[src/rtl/tcm_acc_pkg.sv]
// Shared encodings for the TCM access controller: access sizes, FSM states,
// byte-mask constants and the latched-request record.
package tcm_acc_pkg;

  localparam logic [1:0] SZ_B   = 2'b00;
  localparam logic [1:0] SZ_H   = 2'b01;
  localparam logic [1:0] SZ_W   = 2'b10;
  localparam logic [1:0] SZ_ILL = 2'b11;

  localparam logic [1:0] ST_IDLE = 2'd0;
  localparam logic [1:0] ST_ACC2 = 2'd1;
  localparam logic [1:0] ST_RESP = 2'd2;

  localparam logic [3:0] MSK_B = 4'b0001;
  localparam logic [3:0] MSK_H = 4'b0011;
  localparam logic [3:0] MSK_W = 4'b1111;

  typedef struct packed {
    logic        we;
    logic [1:0]  size;
    logic        uns;
    logic [1:0]  off;
    logic [31:0] wdata;
  } acc_req_t;

  // An access crosses into the next word only for a half at offset 3 or any
  // unaligned word.
  function automatic logic needs_split(input logic [1:0] size, input logic [1:0] off);
    return (size == SZ_W && off != 2'd0) || (size == SZ_H && off == 2'd3);
  endfunction

endpackage

[src/rtl/tcm_lane_align.sv]
// Byte-lane alignment: store mask/data shifting into an 8-byte window and
// load lane extraction with sign/zero extension.
module tcm_lane_align
  import tcm_acc_pkg::*;
(
  input  logic [1:0]  off,
  input  logic [1:0]  size,
  input  logic        uns,
  input  logic        split,
  input  logic        hi,
  input  logic [31:0] wdata,
  input  logic [31:0] dout,
  input  logic [31:0] lo,
  output logic [3:0]  wem,
  output logic [31:0] wdat,
  output logic [31:0] rdata
);

  logic [3:0]  base;
  logic [7:0]  m8;
  logic [63:0] d64;
  logic [31:0] lane;

  always_comb begin
    case (size)
      SZ_B:    base = MSK_B;
      SZ_H:    base = MSK_H;
      SZ_W:    base = MSK_W;
      default: base = 4'b0000;
    endcase
    m8   = {4'b0000, base} << off;
    d64  = {32'h0, wdata} << {off, 3'b000};
    // hi selects the second (idx+1) half of the window for split accesses
    wem  = hi ? m8[7:4]    : m8[3:0];
    wdat = hi ? d64[63:32] : d64[31:0];
    lane = 32'((split ? {dout, lo} : {32'h0, dout}) >> {off, 3'b000});
    case (size)
      SZ_B:    rdata = uns ? {24'h0, lane[7:0]}  : {{24{lane[7]}}, lane[7:0]};
      SZ_H:    rdata = uns ? {16'h0, lane[15:0]} : {{16{lane[15]}}, lane[15:0]};
      default: rdata = lane;
    endcase
  end

endmodule

[src/rtl/tcm_access_ctrl.sv]
// LSU-side controller for the single-port TCM SRAM. Defining
// TCM_ACC_MISALIGN_SPLIT_EN splits word-crossing accesses into two SRAM cycles.
module tcm_access_ctrl #(
  parameter int AW     = 32,
  parameter int RAM_AW = 32,
  parameter int DP     = 512
) (
  input  logic              clk,
  input  logic              rst,
  input  logic              req_valid,
  output logic              req_ready,
  input  logic [AW-1:0]     req_addr,
  input  logic              req_we,
  input  logic [1:0]        req_size,
  input  logic              req_unsigned,
  input  logic [31:0]       req_wdata,
  output logic              resp_valid,
  input  logic              resp_ready,
  output logic [31:0]       resp_rdata,
  output logic              resp_err,
  output logic [RAM_AW-1:0] ram_addr,
  output logic [31:0]       ram_din,
  output logic              ram_we,
  output logic [3:0]        ram_wem,
  input  logic [31:0]       ram_dout
);
  import tcm_acc_pkg::*;

  logic [1:0]        state;
  acc_req_t          req_r;
  logic              err_r;
  logic [RAM_AW-1:0] last_addr;

  logic [AW-3:0] idx;
  logic [1:0]    off;
  logic          accept, split_req, misalign, oor, req_err, hi;
  logic          l_split;
  logic [31:0]   l_lo, l_rdata, l_wdat;
  logic [3:0]    l_wem;
  acc_req_t      l_req;

  assign idx       = req_addr[AW-1:2];
  assign off       = req_addr[1:0];
  assign req_ready = (state == ST_IDLE) && !rst;
  assign accept    = req_valid && req_ready;
  assign misalign  = (req_size == SZ_H && off[0]) || (req_size == SZ_W && off != 2'd0);

`ifdef TCM_ACC_MISALIGN_SPLIT_EN
  logic              split_r;
  logic [AW-3:0]     idx_r;
  logic [31:0]       lo_r;

  assign split_req = needs_split(req_size, off);
  assign hi        = (state == ST_ACC2);
  assign l_split   = split_r;
  assign l_lo      = lo_r;
  // A half at offset 1 stays inside one word, so with splitting nothing misaligns.
  assign req_err   = (req_size == SZ_ILL) || oor;
`else
  assign split_req = 1'b0;
  assign hi        = 1'b0;
  assign l_split   = 1'b0;
  assign l_lo      = 32'h0;
  assign req_err   = (req_size == SZ_ILL) || misalign || oor;
`endif

  assign oor = (64'(idx) >= 64'(DP)) || (split_req && (64'(idx) + 64'd1 >= 64'(DP)));

  assign l_req = (state == ST_IDLE)
               ? '{we: req_we, size: req_size, uns: req_unsigned, off: off, wdata: req_wdata}
               : req_r;

  tcm_lane_align u_align (
    .off   (l_req.off),
    .size  (l_req.size),
    .uns   (l_req.uns),
    .split (l_split),
    .hi    (hi),
    .wdata (l_req.wdata),
    .dout  (ram_dout),
    .lo    (l_lo),
    .wem   (l_wem),
    .wdat  (l_wdat),
    .rdata (l_rdata)
  );

  always_comb begin
    ram_addr = last_addr;
    ram_din  = l_wdat;
    ram_we   = 1'b0;
    ram_wem  = 4'b0000;
    case (state)
      ST_IDLE: begin
        ram_addr = RAM_AW'(idx);
        ram_we   = accept && req_we && !req_err;
        ram_wem  = ram_we ? l_wem : 4'b0000;
      end
`ifdef TCM_ACC_MISALIGN_SPLIT_EN
      ST_ACC2: begin
        ram_addr = RAM_AW'(idx_r + (AW-2)'(1));
        ram_we   = req_r.we && !rst;
        ram_wem  = ram_we ? l_wem : 4'b0000;
      end
`endif
      default: ;
    endcase
  end

  assign resp_valid = (state == ST_RESP);
  assign resp_err   = resp_valid && err_r;
  // RAM address is frozen in RESP, so ram_dout and this stay stable under stall.
  assign resp_rdata = (resp_valid && !err_r && !req_r.we) ? l_rdata : 32'h0;

  always_ff @(posedge clk) begin
    if (rst) begin
      state     <= ST_IDLE;
      err_r     <= 1'b0;
      req_r     <= '0;
      last_addr <= '0;
`ifdef TCM_ACC_MISALIGN_SPLIT_EN
      split_r   <= 1'b0;
      idx_r     <= '0;
      lo_r      <= 32'h0;
`endif
    end else begin
      if (state != ST_RESP) last_addr <= ram_addr;
      case (state)
        ST_IDLE: if (accept) begin
          err_r <= req_err;
          req_r <= l_req;
`ifdef TCM_ACC_MISALIGN_SPLIT_EN
          split_r <= split_req && !req_err;
          idx_r   <= idx;
`endif
          state <= (split_req && !req_err) ? ST_ACC2 : ST_RESP;
        end
`ifdef TCM_ACC_MISALIGN_SPLIT_EN
        ST_ACC2: begin
          lo_r  <= ram_dout;
          state <= ST_RESP;
        end
`endif
        ST_RESP: if (resp_ready) state <= ST_IDLE;
        default: state <= ST_IDLE;
      endcase
    end
  end

endmodule

[config.mk]
export PLATFORM = sky130hd
export DESIGN_NAME = tcm_access_ctrl
export DESIGN_NICKNAME = d
export VERILOG_FILES = /design/src/rtl/tcm_acc_pkg.sv /design/src/rtl/tcm_lane_align.sv /design/src/rtl/tcm_access_ctrl.sv
export SDC_FILE = /design/constraint.sdc
export NUM_CORES = 1
export LEC_CHECK = 0
export ABC_AREA = 1
export BUFFER_PORTS_ARGS = -buffer_cell sky130_fd_sc_hd__buf_2
export CAP_MARGIN = 10
export CORE_AREA = 3 3 90 126
export CTS_BUF_LIST = sky130_fd_sc_hd__clkbuf_2
export DETAILED_ROUTE_END_ITERATION = 7
export DIE_AREA = 0 0 93 129
export GPL_TIMING_DRIVEN = 0
export PLACE_DENSITY = 0.81
export SLEW_MARGIN = 30
export SYNTH_ARGS = -nofsm -noshare
export SYNTH_HDL_FRONTEND = slang
export SYNTH_SLANG_ARGS = --single-unit
export TNS_END_PERCENT = 50
[constraint.sdc]
create_clock -name clk -period 3.7 [get_ports clk]
set_clock_uncertainty 0.05 [all_clocks]
set_input_delay 0.555 -clock clk [delete_from_list [all_inputs] [get_ports clk]]
set_output_delay 0.555 -clock clk [all_outputs]
set_load 0.01 [all_outputs]
==> qor.yml <==
run_status:
  outcome: "finished, final reports clean"
placement:
  io_buffers: 206
  preCtsSetupSlack_ns: 0.186
  dp_hpwl_um: 13200
  place_congestion: 0.924
routing:
  vias_per_cell: 5.34
  dr_total_vias: 5937
  avgRoutedWirePerCell_um: 15.1
  drc: 0
  firstDrtPassIters: 5
  drt_iter0_drc: 490
  antenna_left: 0
  routed_wl_um: 16700
power:
  power.switching_mw: 0.864
  p_leak_nw: 3.05
  combPwrFrac: 0.392
  power_density_nw_per_um2: 363
  clockPowerShare: 0.210
  ir_drop_mv: 0.213
  p_sw_frac: 0.400
  seq_power_share: 0.398
  p_int_mw: 1.30
yosys:
  ys_warn_count: 0
  synth_top_cell_by_area: "dfxtp_1"
  synthTopCellsByCount: "nand2_1 (259), o21ai_0 (107), dfxtp_1 (72)"
  synth_top_area_share: 0.314
  syn-num-nets: 857
  synth_area_leaders: "dfxtp_1 (31%), nand2_1 (21%), o21ai_0 (12%)"
  syn_avg_cell_area_um2: 6.13
  yosysUniqueCellTypes: 30
  synth_top_flop_cell: "dfxtp_1"
  synthArstFlopShare: 0
  synthCells: 749
  syn_area_um2: 4590
  ys_ff_latch: 72
  synth_edf_count: 0
  yosysMostFrequentCell: "nand2_1"
  seq_area_frac_synth: 0.314
finish:
  nets: 1075
  multiInputGateArea_um2: 2830
  n_fill_cell: 1100
  layout.area.seq_um2: 1440
  area_delta_synth_final_pct: 29.5
  layout-drive-gt1-share: 0.295
setup_path:
  r2r_start: "state[1]"
  cp.required_ns: 3.09
  criticalPathCategory: "flip-flop to output pin"
  crit_fanout: 10
  worst-endpoint-arrival_ns: 2.87
  worstSetupStartpointType: "flip-flop"
  crit_path_start: "state[1]"
  endpoint_kind: "output pin"
global_routing:
  grt_pass1_wl_um: 25800
  grt_usage: 0.271
  gr-total-overflow: 0
  antenna_found_initial: 1
  grt_pass1_vias: 5356
  grt_max_degree: 20
floorplanning:
  initial_core_util: 0.444
  die_height_um: 129
  die_w_um: 93
  io-pin-count: 208
  die-area_um2: 12000
  rows: 44
  core-area_um2: 10300
job:
  drv_cap: 0
timing:
  rsz0062_at_grt: "false"
  slew_headroom: 0.618
  fin_setup_tns_ns: 0
  report.final.slew_viol_count: 0
  period_share: 0.939
  holdWs_ns: 0.110
  fmax_mhz: 288
  finalCriticalPeriod_ns: 3.47
  worst_slew_pin_slew_ns: 0.574
  hold_violations: 0
  timing.final.ws_setup_ns: 0.227
  setup_viol: 0
cts:
  cts_tree: "done"
  clk_pin_slew_worst_paths_ns: 0.21
  cts_sinks: 72
  clock_path_buffers: 2
  clkLatencyLatePin_ns: 0.52
  numCtsBuffers: 9
  h-tree-depth: 3
  root_buffer: "clkbuf_2"
worst_hold_path:
  hp-class: "primary input to flip-flop"
  hp-start: "resp_ready"
==> per-layer routing <==
layer	wire, µm	GRT usage	vias up
met4	555	0.130	0
li1	-	-	2931
met2	8150	0.467	316
met1	6420	0.310	2645
met5	0	0	-
met3	1630	0.0731	45
==> cells by family after synthesis <==
logic type      Yosys count  share of synthesized area
mux                       9                     0.0196
compound gates          199                      0.229
simple gates            389                      0.354
fa+ha+maj                 4                     0.0109
flops                    72                      0.314
buf+inv                  76                     0.0728
==> power by group through the flow <==
stage          clock [mW]  sequential, mW  combinational, mW
5_1_grt             0.495           0.867              0.935
2_1_floorplan           0           0.869              0.513
3_3_place_gp            0           0.872              0.813
6_report            0.454           0.860              0.845
4_1_cts             0.454           0.859              0.826
3_5_place_dp            0           0.875              0.818
==> flip-flops by register name (all words and copies together), names as in the netlist <==
signal     flops
state          1
req_r         38
err_r          1
last_addr     32
==> layout make-up <==
class,count,area share
inverters,21,0.0133
diodes,1,0.000421
repair buffers,208,0.176
plain buffers,54,0.0431
flip-flops and latches,72,0.243
clock inverters,7,0.0118
well taps,138,0.0290
multi-input cells,601,0.476
clock buffers,9,0.00757
==> cells in the final DEF, fill, tap and decap left out, drive strengths merged <==
cell,synthesis,final
o211ai,6,6
nor3,5,5
o21a,1,1
nand3,45,45
ha,4,4
clkinvlp,0,2
nand4,1,1
dfxtp,72,72
diode,0,1
o31ai,1,1
o21ai,109,109
buf,27,235
nor2,59,59
nor3b,1,1
a21oi,66,66
nand2,262,262
bufinv,0,1
mux2i,9,9
a31oi,16,16
inv,21,22
clkbuf,28,36
clkinv,0,3
or2,16,16
==> critical path: stages, from the launching register on <==
cell	delay [ns]
dfxtp_2	0.39
inv_2	0.11
clkbuf_2	0.22
or2_2	0.32
o21ai_2	0.11
inv_1	0.10
ha_1	0.27
nor2_1	0.42
a21oi_1	0.08
nand2_1	0.09
a21oi_1	0.07
buf_2	0.16
==> path summary, 6_finish.rpt <==
path                          to  slack (ns)  cells past startpoint
hold / removal          state[1]        0.11                      2
setup reg to reg       req_r[15]        1.75                      6
hold reg to reg    last_addr[31]        0.41                      2
setup / recovery  resp_rdata[13]        0.23                     11
==> timing repair <==
item	CTS	global route
gates resized for setup	6	8
pin swaps	0	1
setup endpoints to repair	17	25
hold buffers	0	0
buffers inserted	0	2
==> per-stage QoR <==
step	util	cell area [µm²]	total power, mW	cells
4_1_cts	0.572	5920	2.14	1108
3_3_place_gp	0.560	5800	1.69	1093
2_1_floorplan	-	4590	1.38	749
6_report	0.575	5950	2.16	1111
3_5_place_dp	0.560	5800	1.69	1093
5_1_grt	0.575	5950	2.30	1111
(Power assumes the default switching activity.)
